<file path="src/rtl/onehot_demux.sv">
// onehot_demux: single-register stream demultiplexer.
// One valid/ready input stream carries a one-hot destination tag.
// Each legal beat is registered once and presented on exactly one of N output ports.
// Beats with an illegal select (zero bits or several bits set) are consumed and
// discarded, and they are counted in a saturating drop counter.
module onehot_demux #(
  parameter int unsigned DW = 8,
  parameter int unsigned N  = 4,
  parameter int unsigned CW = 8
) (
  input  logic            clk,
  input  logic            aresetn,
  input  logic            i_valid,
  output logic            i_ready,
  input  logic [N-1:0]    i_sel,
  input  logic [DW-1:0]   i_data,
  output logic [N-1:0]    o_valid,
  input  logic [N-1:0]    o_ready,
  output logic [N*DW-1:0] o_data,
  output logic [CW-1:0]   drop_count
);

  logic          full;
  logic [N-1:0]  sel_q;
  logic [DW-1:0] data_q;
  logic [CW-1:0] drop_q;

  logic out_fire;
  logic in_fire;
  logic sel_legal;

  // Exactly one bit set: non-zero, and clearing the lowest set bit leaves nothing.
  assign sel_legal = (i_sel != '0) && ((i_sel & (i_sel - N'(1))) == '0);

  // Only the port that is actually valid can complete a transfer, so ready bits on idle ports are ignored.
  assign out_fire = |(o_valid & o_ready);
  assign in_fire  = i_valid & i_ready;

  // Combinational from o_ready: a draining register can accept a new beat in the same cycle.
  assign i_ready  = !full | out_fire;

  assign o_valid    = full ? sel_q : '0;
  assign drop_count = drop_q;

  // Steer the held payload onto its port slice and hold every other slice at zero.
  always_comb begin
    o_data = '0;
    for (int unsigned j = 0; j < N; j++) begin
      if (full && sel_q[j]) begin
        o_data[j*DW +: DW] = data_q;
      end
    end
  end

  // Holding register: a legal accept loads it; otherwise a drain empties it.
  // An illegal accept while full implies out_fire, so it falls into the drain branch.
  always_ff @(posedge clk or negedge aresetn) begin
    if (!aresetn) begin
      full   <= 1'b0;
      sel_q  <= '0;
      data_q <= '0;
    end else if (in_fire && sel_legal) begin
      full   <= 1'b1;
      sel_q  <= i_sel;
      data_q <= i_data;
    end else if (out_fire) begin
      full   <= 1'b0;
    end
  end

  // Saturating count of beats discarded for an illegal select.
  always_ff @(posedge clk or negedge aresetn) begin
    if (!aresetn) begin
      drop_q <= '0;
    end else if (in_fire && !sel_legal && (drop_q != '1)) begin
      drop_q <= drop_q + CW'(1);
    end
  end

endmodule

</file>
<file path="config.mk">
export PLATFORM = sky130hd
export DESIGN_NAME = onehot_demux
export DESIGN_NICKNAME = d
export VERILOG_FILES = /design/src/rtl/onehot_demux.sv
export SDC_FILE = /design/constraint.sdc
export NUM_CORES = 1
export LEC_CHECK = 0
export CORE_MARGIN = 2
export CORE_UTILIZATION = 39
export DETAILED_ROUTE_END_ITERATION = 10
export HOLD_SLACK_MARGIN = 0.1
export PLACE_DENSITY = 0.8
export SKIP_LAST_GASP = 1
export SLEW_MARGIN = 20
export SYNTH_ARGS = -nofsm -noshare
export SYNTH_HDL_FRONTEND = slang
export SYNTH_SLANG_ARGS = --single-unit
</file>
<file path="constraint.sdc">
create_clock -name clk -period 2 [get_ports clk]
set_input_delay 0.4 -clock clk [delete_from_list [all_inputs] [get_ports clk]]
set_output_delay 0.4 -clock clk [all_outputs]
set_load 0.02 [all_outputs]
</file>
### Yosys cells after proc, flatten, opt, wreduce, memory -nomap -nowiden

Index checks and enable logic that the tools add are counted.

| storage, ports and cells | value |
|---|---|
| output and inout port bits | 45 |
| input bits | 19 |
| register bits after elaboration | 21 |

| operators by class | value |
|---|---|
| bitwise gates (word level) | 4 |
| $add $sub $neg | 2 |
| eq/ne operators | 1 |
| multiplexer cells | 7 |
| reductions and logical operators | 14 |

Operator list:

| operator | count |
|---|---|
| 8-bit 2-to-1 mux | 4 |
| 8-bit by 1-bit adder with 8-bit output, second input constant | 1 |
| 4-bit AND | 2 |
| 1-bit logical AND | 8 |
| 8-bit != test, second input constant | 1 |
| 4-bit logical NOT | 1 |
| 4-bit 2-to-1 mux | 1 |
| 4-bit nonzero test | 1 |
| 4-bit OR reduction | 1 |
| 4-bit by 1-bit subtractor with 4-bit output, second input constant | 1 |
| 1-bit logical NOT | 2 |
| 1-bit 2-to-1 mux | 2 |
| 2-bit nonzero test | 1 |
| 1-bit AND | 1 |
| 1-bit OR | 1 |

### Depth between registers and ports, before layout

| logic depth | value |
|---|---|
| depth in word-level cells | 7 |
| depth in mapped cells | 6 |

### Least setup slack after synthesis

OpenSTA, ideal clock, no wires.

| path | value |
|---|---|
| path type | input-to-reg |
| start point | input port o_ready[0] |
| end point | register drop_q[1], in the netlist drop_count[1] |
| data arrival time | 1.699 ns |
| buffers on the path | 0 |
| setup time | 0.125 ns |
| stages | 5 |
| slack | 0.176 ns |
| path through | a222oi_1 > nand3_1 > nand3_1 > nor2_1 > mux2_4 |

| between the ends | value |
|---|---|
| word-level cells in the longest chain between the ends | 6 |

Ends and longest elaborated chain:

| element | RTL line | source |
|---|---|---|
| from (decl) | 18 | `input logic [N-1:0] o_ready,` |
| 4-bit AND | 36 | `assign out_fire = \|(o_valid & o_ready);` |
| 4-bit OR reduction | 36 |  |
| 1-bit OR | 40 | `assign i_ready = !full \| out_fire;` |
| named net i_ready | 14 | `output logic i_ready,` |
| 1-bit AND | 37 | `assign in_fire = i_valid & i_ready;` |
| 1-bit logical AND (2 in a row) | 75 | `end else if (in_fire && !sel_legal && (drop_q != '1)) begin` |
| to (signal assigned) | 76 | `drop_q <= drop_q + CW'(1);` |
| to (decl) | 26 | `logic [CW-1:0] drop_q;` |

The timed path passes the listed nets, and every way through them passes these cells.
A chain may end at the register's enable or synchronous reset.

### Final worst setup path

| path | value |
|---|---|
| start point | input port o_ready[0] |
| end point | output port i_ready |

| between the ends | value |
|---|---|
| word-level cells in the longest chain between the ends | 3 |

Ends and longest elaborated chain:

| element | RTL line |
|---|---|
| 4-bit AND | 36 |
| 4-bit OR reduction | 36 |
| 1-bit OR | 40 |
| to (decl) | 14 |

Every way passes these cells.

==> run metrics <==
critical path arrival=between 1.5 and 2 ns; Largest stage delay, worst path=0.41 ns; Final ANT Viol Nets=0; vias after detailed routing=roughly 1100; Die Y=approximately 60 µm; CTS Buffer Depth=2; Max IR drop VDD=between 0.4 and 0.5 mV; vias in the first global route=slightly above 1000; top post-synthesis cells by area=dfrtp_1, and3_1, mux2_4; status=finished clean; area leader, netlist=dfrtp_1; Rows=20; Net Switching=0.0007267 W; EDFF count, synth=0; crit start category=input port; CP Max Fanout=2; Setup TNS Final=0 ns; Core Area=between 3000 and 4000 µm²; Max-Cap Viols=0; Ant. Diodes=0; worst path required time=between 1.5 and 2 ns; vias per cell=~5.2; clock power share=0.116; first-iteration detailed-routing DRC count=62; Final period util=0.9666; Die X=about 60 µm; fraction of registers with async set/reset=1.000; Worst-Margin Slew=roughly 0.30 ns; Finished Cell Area=about 1900 µm²; final hold vios=0; synth warn=0; die area=3567 µm²; Netlist cell types=21; Pwr Density=between 900 and 1000 nW/µm²; initial antenna violation count=0; IO Port Bufs=63; Routed wire per std cell=14.74 µm; combinational share of power=0.477; GPL Wtd Cong=0.8350; post-detail-place hpwl=2370 µm; first-pass GRT wire length=4809 µm; Tmin final=between 1.5 and 2 ns; Synth top area share=0.4339; f_max=about 520 MHz; largest net degree at the start of global routing=37; CTS Buf Count=3; reg2reg start=sel_q[0]$_DFFE_PN0P_; H-tree depth=1; worst min path class=in2async; Tot GR Track Use=0.1801; Net Sw Frac=0.3952; Crit. End Element=output pin; critical path class=in2out; Seq/Total Area, Yosys=0.4339; CP delay by family, top=buffers and inverters; syn_area_per_cell=10.81 µm²; Mapped Area=between 1000 and 1500 µm²; # setup viols final=0; RSZ-0062 raised after global routing=false; Reg clk slew, reported paths=~0.12 ns; Filler Cell Count=about 260; Synth Flop Type=dfrtp_1; fin nets=201; I/O pin count=64; Initial Utilization=0.4033; residual DRC count=0; Seq pwr share=0.406; P&R area growth vs syn=59.61%; worst skew pair latency=approximately 0.31 ns; drt total wl=about 3100 µm; 1st-pass router iterations=4; Mapped Cells=112; skew final=around 0.0014 ns; clock root cell=clkbuf_4; max-slew violations=0; layout cell share with drive strength beyond 1=0.1667; Num Clock Sinks=21; Internal=0.001112 W; critical path startpoint=o_ready[0]; Final Power=around 0.0018 W; CP Cell Sequence=clkdlybuf4s50_1 > a222oi_1 > nand3_1 > clkbuf_2; GRT overflow=0; Rel. slew slack=0.8004; leakage power=1.144 nW; Yosys reg bits=21; critical-path cell with the highest stage delay=clkdlybuf4s50_1; worst path bufs/invs=2; net count after synthesis=132; CTS tree=done; DP Area=1946 µm²
worst reg2reg max path: stages, from the launching register on:
cell,delay (ns)
dfrtp_1,0.40
a222oi_1,0.33
nand3_1,0.18
buf_4,0.18
nand3_2,0.09
buf_12,0.16
mux2_2,0.35
flip-flops by register name (all words and copies together), names as in the netlist:
signal / count
sel_q: 4
full: 1
drop_count: 8
data_q: 8
Yosys cell counts (2+ instances only):
cell and number:
nor3_1 2, xor2_1 8, and3_1 34, mux2_2 3
nand2_1 4, dfrtp_1 21, nand3_1 5, and2_1 4
clkbuf_1 7, nor2_1 2, nor4_1 2, mux2_4 10
nor3b_1 2
cells by family (layout without fill, tap and decap cells):
family / Yosys count / after routing / share of synthesized area
adders and majority gates: 1 / 1 / 0.01033
and+or+nand+nor: 57 / 57 / 0.2810
DFF: 21 / 21 / 0.4339
muxes: 14 / 14 / 0.1601
xor gates and xnor gates: 8 / 8 / 0.05785
AOI/OAI and AO/OA: 2 / 2 / 0.02170
buffers and inverters: 9 / 77 / 0.03512
final cells by class:
class | instances | area [µm²] | share of cell area
well taps | 33 | 41.29 | 0.02136
flip-flops and latches | 21 | 525.5 | 0.2718
multi-input cells | 82 | 643.1 | 0.3327
repair buffers | 73 | 693.2 | 0.3586
clock inverters | 1 | 7.507 | 0.003884
clock buffers | 3 | 22.52 | 0.01165
layout by cell type (no fill, tap or decap):
cell,n
dlygate4sd2_1,36
and3_1,34
clkdlybuf4s50_1,26
dfrtp_1,21
mux2_4,10
xor2_1,8
buf_4,7
nand3_1,5
and2_1,4
nand2_1,4
mux2_2,3
clkbuf_4,3
buf_12,3
nor2_1,2
nor3_1,2
nor4_1,2
nor3b_1,2
a222oi_1,1
mux2i_1,1
nand3b_1,1
o21ai_4,1
nand3_2,1
ha_1,1
clkinvlp_4,1
clkbuf_2,1
power by group through the flow:
stage	Combinational, W	Clock (W)	Sequential, W
after floorplan	0.000462	0	0.000760
after global placement	0.000912	0	0.000736
after detailed placement	0.000931	0	0.000751
after CTS	0.000885	0.000220	0.000745
after global routing	0.000939	0.000246	0.000771
final	0.000878	0.000214	0.000747
path summary, 6_finish.rpt:
path,endpoint,slack [ns],cells past startpoint
min in group clk,drop_count[6]$_DFFE_PN0P_,0.50,1
worst min-delay path,data_q[6]$_DFFE_PN0P_,0.44,2
worst min register to register,drop_count[6]$_DFFE_PN0P_,0.50,1
worst max-delay path,i_ready,0.07,4
max in group asynchronous,data_q[0]$_DFFE_PN0P_,1.35,2
worst max register to register,sel_q[1]$_DFFE_PN0P_,0.21,6
layer usage:
| metal | up-vias | global-route usage | share of wire |
|---|---|---|---|
| li1 | 534 | - | - |
| met1 | 515 | 0.2342 | 0.43 |
| met2 | 56 | 0.2950 | 0.46 |
| met3 | 3 | 0.04545 | 0.096 |
| met4 | 0 | 0.05397 | 0.011 |
| met5 | - | 0 | 0 |
stage by stage:
| step | setup slack, ns | cells | utilization | hold WS, ns |
|---|---|---|---|---|
| 2_1_floorplan | 0.1756 | 112 | - | 0.1044 |
| 3_3_place_gp | -0.4193 | 208 | 0.6479 | 0.4789 |
| 3_5_place_dp | -0.3872 | 208 | 0.6479 | 0.4813 |
| 4_1_cts | -0.09012 | 213 | 0.6450 | 0.4388 |
| 5_1_grt | 0.0006526 | 213 | 0.6438 | 0.4564 |
| 6_report | 0.06671 | 213 | 0.6438 | 0.4363 |
repair_timing:
action,4_1_cts,5_1_grt
buffers inserted,1,0
pin swaps,1,0
hold buffers,0,0
hold endpoints to repair,0,0
gates resized for setup,37,2
setup endpoints to repair,37,1
No activity file was read; power rests on OpenSTA's default activity.
